<file path="src/rtl/mc_ctrl_fsm.sv">
// Multicycle MIPS control FSM: state sequencing, memory wait/timeout and datapath control decode.
// Optional trap on illegal opcodes is enabled by defining MC_CTRL_TRAP_EN.
module mc_ctrl_fsm #(
   parameter int unsigned OP_W    = 6,
   parameter int unsigned ALUOP_W = 3,
   parameter int unsigned TMO_W   = 4,
   parameter int unsigned MEM_TMO = 15
) (
   input  logic               clk,
   input  logic               rst_n,
   input  logic [OP_W-1:0]    op,
   input  logic               mem_ready,
   output logic               pc_write,
   output logic               pc_wr_cond,
   output logic               br_ne,
   output logic [1:0]         pc_src,
   output logic               iord,
   output logic               mem_read,
   output logic               mem_write,
   output logic               ir_write,
   output logic [1:0]         mem_to_reg,
   output logic [1:0]         reg_dst,
   output logic               reg_write,
   output logic               alu_src_a,
   output logic [1:0]         alu_src_b,
   output logic               ext_zero,
   output logic [ALUOP_W-1:0] alu_op,
   output logic               retire,
   output logic               mem_err,
   output logic [3:0]         state
);

   typedef enum logic [3:0] {
      StFetch  = 4'd0,  StDecode = 4'd1,  StMemAdr = 4'd2,  StMemRd = 4'd3,
      StMemWb  = 4'd4,  StMemWr  = 4'd5,  StRex    = 4'd6,  StRwb   = 4'd7,
      StBeq    = 4'd8,  StBne    = 4'd9,  StJump   = 4'd10, StIex   = 4'd11,
      StIwb    = 4'd12, StJal    = 4'd13, StTrap   = 4'd14
   } state_e;

   localparam logic [OP_W-1:0] OpR    = OP_W'(8'h00);
   localparam logic [OP_W-1:0] OpJ    = OP_W'(8'h02);
   localparam logic [OP_W-1:0] OpJal  = OP_W'(8'h03);
   localparam logic [OP_W-1:0] OpBeq  = OP_W'(8'h04);
   localparam logic [OP_W-1:0] OpBne  = OP_W'(8'h05);
   localparam logic [OP_W-1:0] OpAddi = OP_W'(8'h08);
   localparam logic [OP_W-1:0] OpAndi = OP_W'(8'h0C);
   localparam logic [OP_W-1:0] OpOri  = OP_W'(8'h0D);
   localparam logic [OP_W-1:0] OpLw   = OP_W'(8'h23);
   localparam logic [OP_W-1:0] OpSw   = OP_W'(8'h2B);

   localparam logic [ALUOP_W-1:0] AluAdd   = ALUOP_W'(3'b000);
   localparam logic [ALUOP_W-1:0] AluSub   = ALUOP_W'(3'b001);
   localparam logic [ALUOP_W-1:0] AluFunct = ALUOP_W'(3'b010);
   localparam logic [ALUOP_W-1:0] AluAnd   = ALUOP_W'(3'b011);
   localparam logic [ALUOP_W-1:0] AluOr    = ALUOP_W'(3'b100);

   state_e           state_q, state_d;
   logic [TMO_W-1:0] wait_q;
   logic             mem_wait, timeout, op_legal;

   assign state    = state_q;
   assign op_legal = op inside {OpR, OpJ, OpJal, OpBeq, OpBne, OpAddi, OpAndi, OpOri, OpLw, OpSw};
   assign mem_wait = (state_q inside {StFetch, StMemRd, StMemWr}) && !mem_ready;
   assign timeout  = mem_wait && (MEM_TMO != 0) && (wait_q == TMO_W'(MEM_TMO));

   always_comb begin
      state_d = state_q;
      unique case (state_q)
         StFetch:  if (mem_ready) state_d = StDecode;
         StDecode: begin
            if (op == OpLw || op == OpSw)                        state_d = StMemAdr;
            else if (op == OpR)                                  state_d = StRex;
            else if (op == OpBeq)                                state_d = StBeq;
            else if (op == OpBne)                                state_d = StBne;
            else if (op == OpJ)                                  state_d = StJump;
            else if (op == OpJal)                                state_d = StJal;
            else if (op == OpAddi || op == OpAndi || op == OpOri) state_d = StIex;
            else begin
`ifdef MC_CTRL_TRAP_EN
               state_d = StTrap;
`else
               state_d = StFetch;
`endif
            end
         end
         StMemAdr: state_d = (op == OpLw) ? StMemRd : StMemWr;
         StMemRd:  if (mem_ready) state_d = StMemWb;
         StMemWr:  if (mem_ready) state_d = StFetch;
         StRex:    state_d = StRwb;
         StIex:    state_d = StIwb;
         default:  state_d = StFetch;
      endcase
      if (timeout) state_d = StFetch;
   end

   // Wait counter restarts whenever the state changes or a timeout aborts back to FETCH.
   always_ff @(posedge clk or negedge rst_n) begin
      if (!rst_n) begin
         state_q <= StFetch;
         wait_q  <= '0;
      end else begin
         state_q <= state_d;
         if (state_d != state_q || timeout) wait_q <= '0;
         else if (mem_wait)                 wait_q <= wait_q + 1'b1;
      end
   end

   always_comb begin
      pc_write   = 1'b0;
      pc_wr_cond = 1'b0;
      br_ne      = 1'b0;
      pc_src     = 2'b00;
      iord       = 1'b0;
      mem_read   = 1'b0;
      mem_write  = 1'b0;
      ir_write   = 1'b0;
      mem_to_reg = 2'b00;
      reg_dst    = 2'b00;
      reg_write  = 1'b0;
      alu_src_a  = 1'b0;
      alu_src_b  = 2'b00;
      ext_zero   = 1'b0;
      alu_op     = AluAdd;
      retire     = 1'b0;
      unique case (state_q)
         StFetch: begin
            mem_read  = 1'b1;
            alu_src_b = 2'b01;
            ir_write  = mem_ready && rst_n;
            pc_write  = mem_ready && rst_n;
         end
         StDecode: begin
            alu_src_b = 2'b11;
`ifndef MC_CTRL_TRAP_EN
            retire    = !op_legal;
`endif
         end
         StMemAdr: begin
            alu_src_a = 1'b1;
            alu_src_b = 2'b10;
         end
         StMemRd: begin
            mem_read = 1'b1;
            iord     = 1'b1;
         end
         StMemWb: begin
            reg_write  = 1'b1;
            mem_to_reg = 2'b01;
            retire     = 1'b1;
         end
         StMemWr: begin
            iord      = 1'b1;
            mem_write = 1'b1;
            retire    = mem_ready;
         end
         StRex: begin
            alu_src_a = 1'b1;
            alu_op    = AluFunct;
         end
         StRwb: begin
            reg_write = 1'b1;
            reg_dst   = 2'b01;
            retire    = 1'b1;
         end
         StBeq, StBne: begin
            alu_src_a  = 1'b1;
            alu_op     = AluSub;
            pc_wr_cond = 1'b1;
            pc_src     = 2'b01;
            br_ne      = (state_q == StBne);
            retire     = 1'b1;
         end
         StJump: begin
            pc_write = 1'b1;
            pc_src   = 2'b10;
            retire   = 1'b1;
         end
         StJal: begin
            pc_write   = 1'b1;
            pc_src     = 2'b10;
            reg_write  = 1'b1;
            reg_dst    = 2'b10;
            mem_to_reg = 2'b10;
            retire     = 1'b1;
         end
         StIex: begin
            alu_src_a = 1'b1;
            alu_src_b = 2'b10;
            ext_zero  = (op == OpAndi) || (op == OpOri);
            alu_op    = (op == OpAndi) ? AluAnd : (op == OpOri) ? AluOr : AluAdd;
         end
         StIwb: begin
            reg_write = 1'b1;
            retire    = 1'b1;
         end
         StTrap: begin
            pc_write = 1'b1;
            pc_src   = 2'b11;
         end
         default: ;
      endcase
      // A timed-out access commits nothing; selects keep their state decode.
      if (timeout) begin
         mem_read  = 1'b0;
         mem_write = 1'b0;
         ir_write  = 1'b0;
         pc_write  = 1'b0;
         retire    = 1'b0;
      end
   end

   assign mem_err = timeout;

endmodule
</file>
<file path="config.mk">
export PLATFORM = sky130hd
export DESIGN_NAME = mc_ctrl_fsm
export DESIGN_NICKNAME = d
export VERILOG_FILES = /design/src/rtl/mc_ctrl_fsm.sv
export SDC_FILE = /design/constraint.sdc
export NUM_CORES = 1
export LEC_CHECK = 0
export CAP_MARGIN = 10
export CELL_PAD_IN_SITES_DETAIL_PLACEMENT = 0
export CELL_PAD_IN_SITES_GLOBAL_PLACEMENT = 1
export CORE_MARGIN = 3
export CORE_UTILIZATION = 33
export DETAILED_ROUTE_END_ITERATION = 8
export GPL_ROUTABILITY_DRIVEN = 0
export PLACE_DENSITY_LB_ADDON = 0.15
export SKIP_LAST_GASP = 1
export SYNTH_ARGS = -nofsm -noshare
export SYNTH_HDL_FRONTEND = slang
export SYNTH_SLANG_ARGS = --single-unit
</file>
<file path="constraint.sdc">
create_clock -name clk -period 5.73 [get_ports clk]
set_input_delay 1.719 -clock clk [delete_from_list [all_inputs] [get_ports clk]]
set_output_delay 1.719 -clock clk [all_outputs]
set_load 0.05 [all_outputs]
</file>
==> key figures <==
Setup path
  – CP dominant cell by count: clkdlybuf4s50_1
  – Worst R2R Path Depth: 6
  – Highest fanout seen on the critical path: 8
  – Max incr delay on CP: roughly 0.69 ns
  – Critical Path Slowest Stage Cell: clkdlybuf4s50_1
  – CP required: 4.01 ns
  – CP Class: input port to output pin
  – WP data arrival: around 3.7 ns
  – CP Launch Type: input port
  – CP Capture Type: output pin
  – Critical-path cell list: clkdlybuf4s50_1 -> nor2_1 -> nand4_2 -> and3_1 -> clkdlybuf4s50_1

CTS
  – Setup Buffers After CTS: 0
  – Clk sinks: 8
  – Post-CTS Hold Buffers: 0
  – Deepest clock path buffer count: 2
  – CTS tree: done
  – Worst-path clk slew: ~0.05 ns
  – CTS H-tree depth: 1
  – # resized after CTS: 0
  – CTS Root Cell: clkbuf_4
  – Clock Latency Late Sink: between 0.2 and 0.3 ns
  – CTS Buf Count: 3

Global route
  – Global-route wire length before repair: approximately 4700 um
  – Pin count of the biggest net entering global routing: 25
  – Overall Global Routing Usage: 0.1608
  – Global route overflow: 0
  – Vias in the first global route: between 900 and 1000
  – Initial antenna violation count: 0

Timing
  – # setup viols final: 0
  – RSZ-0062 raised after global routing: no
  – Setup TNS: 0 ns
  – Slew HR: 0.4841
  – Final Hold Vio Count: 0
  – Worst-margin pin slew: 0.7738 ns
  – Max-slew violations: 0
  – Fin crit period: between 5 and 6 ns
  – Final Skew: 0.001780 ns
  – Period utilisation layout: 0.9411
  – FMAX: roughly 0.19 GHz

Routing
  – Post-DRT Antenna Nets: 0
  – WL per Instance: around 15 um
  – Vias per cell: between 5 and 6
  – Routed vias: roughly 1100
  – Residual DRC: 0
  – Drt initial violations: 64
  – Final WL: roughly 2800 um
  – Drt pass-1 iters: 4

Logic synthesis
  – Post-synth EDFFs: 0
  – Synth warnings: 0
  – #FFs+latches synth: 8
  – Register area share after synthesis: 0.1968
  – Yosys cell types: between 40 and 50
  – Share of synthesized registers carrying an async set or reset: 1.000
  – Syn Inst Count: 137
  – Most used flip-flop cell after synthesis: dfrtp_1
  – Syn nets: around 150
  – Syn Std Cell Area: 0.001017 sq mm
  – Synthesized area per cell: about 7.4 sq um

Placed design
  – PortBufs: 35
  – DP HPWL: between 2000 and 2500 um
  – Placed instance area: 0.001369 sq mm

Layout
  – N_diodes: 0
  – Total Nets Final: around 180
  – Most frequent cells in the layout: clkdlybuf4s50_1, nand2_1, nor2_1, a21oi_1, dfrtp_1
  – Commonest non-fill, non-tap cell in the layout: clkdlybuf4s50_1
  – Share of cells above drive strength 1: 0.1595
  – Synthesis-to-finish area growth: 36.78%
  – Post-route cell area: roughly 0.0014 sq mm

Power and ir drop
  – Static Leakage: about 0.00058 uW
  – Max VDD drop: 136.3 uV
  – Pwr/cell area: between 300 and 400 mW/mm^2

Floorplan
  – Top Ports: 36
  – Die area: around 0.0038 sq mm
  – Die Height: 61.52 um
  – Die Wd: approximately 62 um
  – Row cnt: 19
  – Initial Util: 0.3566
  – Core area: 0.002853 sq mm

Worst hold path
  – Hold depth: 2
  – Hold crit path type: register to register

Job
  – Max cap viols: 0

Run status
  – Status: finished clean
report_power, final:
part / switching (uW) / internal, uW / total [uW] / leakage (uW)
Sequential: 45.5 / 66.3 / 112 / 0.000109
Clock: 18.3 / 23.9 / 42.2 / 0.0000138
Combinational: 236 / 143 / 379 / 0.000453
synth_stat cells (all sizes together), types with 2 or more instances:
library cell / n / area (sq um)
inv: 5 / 21.27
a211oi: 2 / 15.01
nand2b: 6 / 37.54
or2: 3 / 18.77
or3: 2 / 12.51
nand3b: 2 / 15.01
buf: 7 / 52.54
xnor2: 5 / 51.30
clkbuf: 6 / 22.52
mux2i: 3 / 30.03
nand2: 15 / 56.30
a22oi: 2 / 15.01
nor3: 5 / 25.02
nor2: 14 / 52.55
nor2b: 2 / 12.51
o22ai: 4 / 25.02
nand3: 6 / 30.03
and3: 4 / 30.03
nor4b: 4 / 68.81
o21ai: 5 / 25.02
a21oi: 9 / 45.04
and2: 3 / 18.77
dfrtp: 8 / 200.2
worst max-delay path, delay by kind of cell:
kind | cells | cell delay, ns
AND/OR/NAND/NOR | 3 | 0.72
buffers and inverters | 2 | 1.23
layout make-up:
type / count / area (sq um)
inverters: 5 / 21.27
flip-flops and latches: 8 / 200.2
fillers: 298 / 1461
repair buffers: 36 / 387.9
clock buffers: 3 / 22.52
well taps: 31 / 38.79
multi-input cells: 111 / 720.7
sequential cells by signal (all words and copies together) (netlist names):
name / cells
wait_q: 4
state: 4
stage by stage:
step                      std cells  total power, uW  worst slack [ns]    util  hold slack [ns]
after floorplan                 137            387.9            0.4070       -           0.5345
after global placement          191            490.7            0.4362  0.4798           0.5613
after detailed placement        191            490.8            0.3539  0.4798           0.5646
after CTS                       194            535.4            0.3457  0.4877           0.5760
after global routing            194            571.3            0.1798  0.4877           0.5904
final                           194            532.6            0.3375  0.4877           0.5704
routing by layer:
layer	wire length [um]	track usage	vias up
li1	-	-	547
met1	1354	0.2228	515
met5	0	0	-
met3	134	0.03354	0
met4	0	0.02727	0
met2	1328	0.2601	31
worst paths after layout:
kind	to	slack [ns]	from
min	wait_q[3]	0.57	wait_q[3]
max in group asynchronous	state[3]	3.79	rst_n
max reg2reg	wait_q[3]	3.46	state[1]
min reg2reg	wait_q[3]	0.57	wait_q[3]
max	mem_read	0.34	mem_ready
min in group asynchronous	wait_q[2]	1.81	rst_n
kinds of logic after synthesis:
| group | count (synthesis) | synth area share |
|---|---|---|
| simple gates | 69 | 0.4010 |
| compound gates | 32 | 0.2066 |
| buf+inv | 18 | 0.09470 |
| flops | 8 | 0.1968 |
| xor+xnor | 6 | 0.05904 |
| mux | 3 | 0.02952 |
| fa+ha+maj | 1 | 0.01230 |
Power figures use the tool's default switching activity.
